<file path="config.mk">
export PLATFORM = sky130hd
export DESIGN_NAME = store_buffer
export DESIGN_NICKNAME = d
export VERILOG_FILES = /design/src/rtl/store_buffer.sv
export SDC_FILE = /design/constraint.sdc
export NUM_CORES = 1
export LEC_CHECK = 0
export ABC_AREA = 1
export CORE_MARGIN = 4
export CORE_UTILIZATION = 58
export DETAILED_ROUTE_END_ITERATION = 16
export PLACE_DENSITY = 0.95
export SLEW_MARGIN = 20
export SYNTH_ARGS = -nofsm -noshare
export SYNTH_HDL_FRONTEND = slang
export SYNTH_SLANG_ARGS = --single-unit
</file>
<file path="constraint.sdc">
create_clock -name clk -period 12.5 [get_ports clk]
set_input_delay 1.875 -clock clk [delete_from_list [all_inputs] [get_ports clk]]
set_output_delay 1.875 -clock clk [all_outputs]
set_load 0.02 [all_outputs]
</file>
<file path="src/rtl/store_buffer.sv">
// Store buffer: in-order FIFO of pending stores that drains to the data-memory
// port whenever loads leave it free. Load forwarding is enabled by STORE_BUFFER_FWD_EN.
module store_buffer #(
    parameter int DEPTH = 4
) (
    input  logic        clk,
    input  logic        reset,
    input  logic        st_valid,
    input  logic [1:0]  st_op,
    input  logic [31:0] st_addr,
    input  logic [31:0] st_data,
    output logic        st_ready,
    output logic        st_err,
    input  logic        ld_valid,
    input  logic [1:0]  ld_op,
    input  logic [31:0] ld_addr,
    output logic        ld_stall,
    output logic        ld_fwd,
    output logic [31:0] ld_fwd_data,
    input  logic        dm_busy,
    output logic        DM_write,
    output logic [1:0]  DMop,
    output logic [31:0] DM_addr,
    output logic [31:0] DM_WD,
    output logic        empty
);

    localparam int PTR_W = $clog2(DEPTH);
    localparam logic [PTR_W:0] FULL_CNT = (PTR_W+1)'(DEPTH);

    logic [1:0]  op_mem   [DEPTH];
    logic [31:0] addr_mem [DEPTH];
    logic [31:0] data_mem [DEPTH];

    logic [PTR_W-1:0] head_reg, head_next;
    logic [PTR_W-1:0] tail_reg, tail_next;
    logic [PTR_W:0]   count_reg, count_next;
    logic             err_reg, err_next;

    logic             legal;
    logic             push;
    logic             pop;
    logic [DEPTH-1:0] match;
    logic             any_match;
    logic             ld_addr_unused;

    assign ld_addr_unused = ^ld_addr[1:0];

    always_comb begin
        case (st_op)
            2'd0:    legal = (st_addr[1:0] == 2'b00);
            2'd1:    legal = ~st_addr[0];
            2'd2:    legal = 1'b1;
            default: legal = 1'b0;
        endcase
    end

    assign st_ready = (count_reg != FULL_CNT);
    assign empty    = (count_reg == '0);
    assign st_err   = err_reg;
    assign push     = st_valid & st_ready & legal;
    assign pop      = ~empty & ~dm_busy;
    assign err_next = st_valid & st_ready & ~legal;

    assign DM_write = pop;
    assign DMop     = pop ? op_mem[head_reg]   : 2'd0;
    assign DM_addr  = pop ? addr_mem[head_reg] : 32'd0;
    assign DM_WD    = pop ? data_mem[head_reg] : 32'd0;

    // An entry is live when its distance from head is below count; the store
    // being accepted this cycle is not yet in the array, so it never matches.
    generate
        for (genvar gi = 0; gi < DEPTH; gi++) begin : g_match
            logic [PTR_W-1:0] age;
            assign age       = PTR_W'(gi) - head_reg;
            assign match[gi] = ({1'b0, age} < count_reg) &&
                               (addr_mem[gi][31:2] == ld_addr[31:2]);
        end
    endgenerate

    assign any_match = |match;

`ifdef STORE_BUFFER_FWD_EN
    logic [PTR_W-1:0] young_idx;
    logic [PTR_W-1:0] scan_idx;
    logic             can_fwd;

    // Walk from oldest to youngest so the last hit is the youngest match.
    always_comb begin
        young_idx = '0;
        scan_idx  = '0;
        for (int k = 0; k < DEPTH; k++) begin
            scan_idx = head_reg + PTR_W'(k);
            if (match[scan_idx])
                young_idx = scan_idx;
        end
    end

    assign can_fwd     = (op_mem[young_idx] == 2'd0) && (ld_op == 2'd0);
    assign ld_fwd      = ld_valid & any_match & can_fwd;
    assign ld_stall    = ld_valid & any_match & ~can_fwd;
    assign ld_fwd_data = ld_fwd ? data_mem[young_idx] : 32'd0;
`else
    logic ld_op_unused;

    assign ld_op_unused = ^ld_op;
    assign ld_fwd       = 1'b0;
    assign ld_fwd_data  = 32'd0;
    assign ld_stall     = ld_valid & any_match;
`endif

    always_comb begin
        head_next  = head_reg;
        tail_next  = tail_reg;
        count_next = count_reg;
        if (pop)
            head_next = head_reg + 1'b1;
        if (push)
            tail_next = tail_reg + 1'b1;
        case ({push, pop})
            2'b10:   count_next = count_reg + 1'b1;
            2'b01:   count_next = count_reg - 1'b1;
            default: count_next = count_reg;
        endcase
    end

    always_ff @(posedge clk) begin
        if (reset) begin
            head_reg  <= '0;
            tail_reg  <= '0;
            count_reg <= '0;
            err_reg   <= 1'b0;
        end else begin
            head_reg  <= head_next;
            tail_reg  <= tail_next;
            count_reg <= count_next;
            err_reg   <= err_next;
        end
    end

    // Entry payload needs no reset: liveness comes from head/count only.
    always_ff @(posedge clk) begin
        if (push) begin
            op_mem[tail_reg]   <= st_op;
            addr_mem[tail_reg] <= st_addr;
            data_mem[tail_reg] <= st_data;
        end
    end

endmodule

</file>
==> impl_metrics.py, run 1 <==
metrics = {
    "run_status": {
        "status": "finished, final reports clean",
    },
    "timing": {
        "finalMaxSlewViolations": 0,
        "skew_ns": 0.00938,
        "setup_slack_ns": 6.31,
        "hold_viol": 0,
        "final-setup-viol-count": 0,
        "slew_headroom_pct": 32.8,
        "period_share_pct": 49.5,
        "clock.fmax_ghz": 0.162,
        "worst_pin_slew_ns": 1.01,
        "rsz0062_at_grt": "no",
        "period_minus_slack_ns": 6.19,
        "final.setup.tns_ns": 0,
    },
    "clock_tree": {
        "cts_setup_buffers": 0,
        "cts_hold_buf": 0,
        "cts_buffer_depth": 3,
        "cts.clk_slew.worst_paths_ns": 0.06,
        "cts_tree": "built",
        "cts_root_buffer": "clkbuf_16",
        "cts_resized": 0,
        "cts.sinks": 274,
        "clk_latency_ns": 0.53,
        "cts_max_level": 1,
        "cts_made_buffers": 28,
    },
    "grt": {
        "met2_usage_pct": 44.1,
        "grt_max_degree": 79,
        "grt_pass1_wl_microns": 47600,
        "antenna_found_initial": 1,
        "use_met3_pct": 5.63,
        "grt_pass1_vias": 9151,
        "grt.busiest_layer": "met2",
        "grt.overflow.total": 0,
        "met1_usage_pct": 30.6,
        "grt_use_total_pct": 25.2,
    },
    "finish": {
        "drive_gt1_share_pct": 4.45,
        "final_common_cell": "nor2_1",
        "stdcell_area_sq_um": 15300,
        "layout_common_cells": "nor2_1, edfxtp_1, clkdlybuf4s50_1",
        "fin_cells": 1602,
        "syn2layout_area_growth_pct": 20.6,
        "top_regs": "addr_mem (128), data_mem (128), op_mem (8)",
        "nets": 1422,
    },
    "yosys": {
        "async_reset_ff_share_pct": 0,
        "yosysWarnings": 0,
        "yosysTopAreaCell": "edfxtp_1",
        "syn-cell-area_sq_um": 12700,
        "ys_top_cells_by_area": "edfxtp_1, nor2_1, o21ai_0, xnor2_1, a21oi_1",
        "ys.flop_type": "edfxtp_1",
        "ys_ff_latch": 274,
        "synth_top_cell_area_share_pct": 62.5,
        "ys_seq_area_share_pct": 64.1,
        "yosys.cell_types.count": 32,
        "synth_edf_count": 264,
        "syn_inst": 1167,
        "syn_avg_cell_area_sq_um": 10.9,
    },
    "pwr": {
        "irDropWorstVdd_v": 0.000141,
        "p_switching_w": 0.000914,
        "powerDensity_nw_per_um2": 181,
        "pwr-share-seq_pct": 39.4,
        "p_clk_share_pct": 29.8,
        "comb_power_share_pct": 30.8,
        "power_leakage_nw": 5.34,
        "swShare_pct": 32.9,
        "p_int_w": 0.00186,
    },
    "floorplanning": {
        "die_w_microns": 156,
        "start_util_pct": 59.6,
        "num_rows": 53,
        "chipHeight_microns": 156,
        "coreArea_sq_um": 21300,
        "io_pins": 209,
        "dieArea_sq_um": 24300,
    },
    "setup_path": {
        "crit_end": "DM_addr[27]",
        "reg2reg_from": "count_reg[1]$_SDFFE_PP0P_",
        "path_class": "primary input to primary output",
        "crit_fanout": 37,
        "worst_path_largest_cell_delay_ns": 0.58,
        "r2r_end": "addr_mem[1][18]$_DFFE_PP_",
        "worstPathArrival_ns": 4.31,
        "worstSetupStartpoint": "dm_busy",
        "reg2regPathDepth": 7,
        "crit_path_cell_trace": "clkdlybuf4s50_1 -> nor2_4 -> inv_2 -> buf_4 -> a21oi_1 -> clkdlybuf4s50_1",
        "crit_required_ns": 10.62,
        "crit_path_end_kind": "primary output",
        "cp-start-kind": "primary input",
        "crit_path_frequent_cell": "clkdlybuf4s50_1",
        "cp_slowest_cell": "buf_4",
        "r2r_slack_ns": 9.52,
    },
    "drt": {
        "drtIter0Drc": 611,
        "drt_wl_total_microns": 31200,
        "antenna_left": 0,
        "drc": 0,
        "routedWlPerCell_microns": 19.4,
        "firstDrtPassIters": 5,
        "vias": 9032,
        "drt-vias-per-instance": 5.64,
    },
    "place": {
        "preCtsSetupSlack_ns": 6.34,
        "gp_congestion": 0.873,
        "port_buffers": 171,
        "place_area_sq_um": 14400,
        "place.detailed.hpwl_microns": 19300,
        "placed_cells": 1552,
    },
    "worst_hold_path": {
        "hp-class": "flop to flop",
        "worstHoldPathCells": 2,
    },
    "run": {
        "cap_violations": 0,
    },
}
## logic make-up (layout without fill, tap and decap cells)
| family | after synthesis | count (layout) | synth area share, % |
|---|---|---|---|
| adder cells (fa/ha/maj) | 10 | 10 | 1.05 |
| AND/OR/NAND/NOR | 404 | 404 | 12.4 |
| XOR/XNOR | 108 | 108 | 7.46 |
| other | 1 | 34 | 0.0296 |
| buffers and inverters | 150 | 277 | 6.04 |
| AO/OA/AOI/OAI | 220 | 220 | 8.90 |
| flip-flops | 274 | 274 | 64.1 |
## through the flow
step	util, %	power [W]	hold WS (ns)
2_1_floorplan	-	0.00164	0.473
3_3_place_gp	67.5	0.00192	0.497
3_5_place_dp	67.5	0.00196	0.518
4_1_cts	71.8	0.00279	0.528
5_1_grt	71.8	0.00292	0.542
6_report	71.9	0.00278	0.525
## layer usage
| layer | part of all wire (%) | wire length [microns] |
|---|---|---|
| met1 | 37 | 11600 |
| met2 | 51 | 15700 |
| met3 | 9.4 | 2920 |
| met4 | 3.0 | 931 |
| met5 | 0.042 | 13 |
## power groups by stage
stage                     Clock [W]  Combinational (W)  Sequential (W)
final                      0.000827           0.000855         0.00109
after global routing       0.000881           0.000936         0.00110
after global placement            0           0.000813         0.00111
after CTS                  0.000838           0.000855         0.00109
after floorplan                   0           0.000560         0.00108
after detailed placement          0           0.000845         0.00111
## area by class of cell
cell class	instances	area [sq um]
timing repair buffer	180	1780
tap	275	344
clock inverter	15	171
multi-input combinational	775	3940
clock buffer	34	744
sequential	274	8130
antenna	1	2.50
inverter	48	181
fill	1391	5990
## worst min path at each step
stage,startpoint,end,slack (ns)
6_report,count_reg[1]$_SDFFE_PP0P_,count_reg[1]$_SDFFE_PP0P_,0.53
2_1_floorplan,tail_reg[0]$_SDFFE_PP0P_,tail_reg[0]$_SDFFE_PP0P_,0.47
4_1_cts,count_reg[1]$_SDFFE_PP0P_,count_reg[1]$_SDFFE_PP0P_,0.53
3_3_place_gp,tail_reg[0]$_SDFFE_PP0P_,tail_reg[0]$_SDFFE_PP0P_,0.50
5_1_grt,count_reg[1]$_SDFFE_PP0P_,count_reg[1]$_SDFFE_PP0P_,0.54
3_5_place_dp,count_reg[1]$_SDFFE_PP0P_,count_reg[1]$_SDFFE_PP0P_,0.52
## critical path: cells and delay by family
family / cells / cell delay, ns
compound gates: 1 / 0.16
simple gates: 1 / 0.09
buf+inv: 4 / 2.16
## Yosys cell counts (2+ instances only)
master and number:
nor2_1 299, edfxtp_1 264, o21ai_0 127, a21oi_1 80, nand2_1 76, xnor2_1 67, inv_1 43, xor2_1 41
buf_4 37, buf_2 23, clkbuf_1 19, clkbuf_2 16, nand3_1 13, dfxtp_1 10, ha_1 9, nand4_1 9
buf_1 5, inv_2 5, o211ai_1 5, a211oi_1 3, nor3_1 3, a31oi_1 2, buf_6 2
(Power assumes the default switching activity.)
==> run 2: changes to the inputs <==
--- a/config.mk
+++ b/config.mk
@@ -7,9 +7,9 @@
 export LEC_CHECK = 0
 export ABC_AREA = 1
 export CORE_MARGIN = 4
-export CORE_UTILIZATION = 58
+export CORE_UTILIZATION = 54
 export DETAILED_ROUTE_END_ITERATION = 16
-export PLACE_DENSITY = 0.95
+export PLACE_DENSITY = 0.9
 export SLEW_MARGIN = 20
 export SYNTH_ARGS = -nofsm -noshare
 export SYNTH_HDL_FRONTEND = slang
==> constraint.sdc (replaced) <==
create_clock -name clk -period 6.3 [get_ports clk]
set_input_delay 0.945 -clock clk [delete_from_list [all_inputs] [get_ports clk]]
set_output_delay 0.945 -clock clk [all_outputs]
set_load 0.02 [all_outputs]
==> run 2 against run 1 <==
  * Via count down 2.3%
  * Sequential share of layout area decreased by 0.29 points
  * Critical path depth stayed put
  * Power increased by 95%
  * Critical endpoint is now DM_addr[31]
  * Core utilization down 4.5 points
  * Design area is 0.55% higher
  * Flip-flop and latch count unchanged
  * Die area is 7.0% higher
  * Non-clock buffer count increased by 2
  * Highest routed layer unchanged
  * Worst setup slack got worse by 4.7 ns
==> impl_metrics.py, run 2 (synthesis gave the netlist of run 1 again) <==
metrics = {
    "run_status": {
        "status": "finished, final reports clean",
    },
    "finish": {
        "stdcell_area_sq_um": 15400,
        "syn2layout_area_growth_pct": 21.3,
        "final_common_cell": "nor2_1",
        "drive_gt1_share_pct": 4.81,
        "nets": 1424,
        "fin_cells": 1644,
        "insertedDiodeCount": 0,
        "top_regs": "addr_mem (128), data_mem (128), op_mem (8)",
        "layout_common_cells": "nor2_1, edfxtp_1, clkdlybuf4s50_1",
    },
    "drt": {
        "vias": 8824,
        "routedWlPerCell_microns": 18.3,
        "drtIter0Drc": 739,
        "drt-vias-per-instance": 5.37,
        "drt_wl_total_microns": 30100,
        "firstDrtPassIters": 5,
        "drc": 0,
        "antenna_left": 0,
    },
    "timing": {
        "period_share_pct": 74.7,
        "clock.fmax_ghz": 0.212,
        "rsz0062_at_grt": "no",
        "worst_pin_slew_ns": 0.958,
        "final-setup-viol-count": 0,
        "skew_ns": 0.0149,
        "slew_headroom_pct": 36.1,
        "hold_viol": 0,
        "finalMaxSlewViolations": 0,
        "period_minus_slack_ns": 4.71,
        "final.setup.tns_ns": 0,
        "holdWs_ns": 0.520,
    },
    "setup_path": {
        "crit_fanout": 71,
        "crit_path_end_kind": "primary output",
        "r2r_slack_ns": 3.45,
        "path_class": "flop to primary output",
        "worstPathArrival_ns": 3.76,
        "cp-start-kind": "flop",
        "crit_required_ns": 5.35,
    },
    "grt": {
        "grt_pass1_wl_microns": 46700,
        "grt_use_total_pct": 22.6,
        "grt_max_degree": 90,
        "antenna_found_initial": 1,
        "grt_pass1_vias": 9035,
        "grt.overflow.total": 0,
    },
    "pwr": {
        "powerDensity_nw_per_um2": 352,
        "power_leakage_nw": 5.35,
        "p_total_w": 0.00541,
        "irDropWorstVdd_v": 0.000286,
    },
    "clock_tree": {
        "cts_resized": 0,
        "cts_setup_buffers": 0,
        "cts.clk_slew.worst_paths_ns": 0.06,
        "cts.sinks": 274,
        "cts_max_level": 1,
        "cts_tree": "built",
        "cts_root_buffer": "clkbuf_16",
        "clk_latency_ns": 0.54,
        "cts_made_buffers": 28,
        "cts_buffer_depth": 3,
        "cts_hold_buf": 0,
    },
    "run": {
        "cap_violations": 0,
    },
    "place": {
        "place_area_sq_um": 14500,
        "place.detailed.hpwl_microns": 19100,
        "placed_cells": 1590,
        "gp_congestion": 0.836,
        "port_buffers": 171,
    },
    "floorplanning": {
        "chipHeight_microns": 161,
        "coreArea_sq_um": 22800,
        "num_rows": 55,
        "start_util_pct": 55.5,
        "die_w_microns": 161,
        "dieArea_sq_um": 26000,
        "io_pins": 209,
    },
    "worst_hold_path": {
        "hp-class": "flop to flop",
    },
}
-- run 2: area by class of cell --
cell class | instances | area, sq um
timing repair buffer | 182 | 1860
tap | 313 | 392
clock buffer | 32 | 716
sequential | 274 | 8130
clock inverter | 20 | 159
inverter | 48 | 181
fill | 1658 | 7470
multi-input combinational | 775 | 3940
-- run 2: final timing paths --
check | start | depth (start not counted) | end
setup / recovery | flop | 6 | DM_addr[31]
setup reg to reg | count_reg[0]$_SDFFE_PP0P_ | 7 | addr_mem[2][28]$_DFFE_PP_
hold reg to reg | tail_reg[0]$_SDFFE_PP0P_ | 2 | tail_reg[0]$_SDFFE_PP0P_
hold / removal | tail_reg[0]$_SDFFE_PP0P_ | 2 | tail_reg[0]$_SDFFE_PP0P_
-- run 2: report_power, final --
part / internal (W) / total (W) / switching (W)
logic: 0.000623 / 0.00171 / 0.00108
registers: 0.00208 / 0.00215 / 0.0000715
clock network: 0.000897 / 0.00155 / 0.000656
-- run 2: worst max-delay path: stages, from the launching register on --
cell             delay [ns]
dfxtp_4                0.66
clkinv_2               0.77
buf_4                  0.60
a21oi_1                0.21
o21ai_0                0.11
a21oi_1                0.16
clkdlybuf4s50_1        0.68
-- run 2: per-layer routing --
layer / up-vias / global-route usage, % / part of all wire (%)
met5: - / 0 / 0.027
met4: 2 / 8.14 / 3.0
met3: 70 / 4.85 / 8.7
met2: 388 / 40.5 / 50
met1: 4180 / 27.1 / 38
li1: 4184 / - / -
-- run 2: stage by stage --
step	worst slack, ns	utilization [%]
final	1.59	67.3
after detailed placement	1.93	63.2
after global routing	1.26	67.3
after floorplan	1.75	-
after CTS	1.51	67.1
after global placement	1.95	63.2
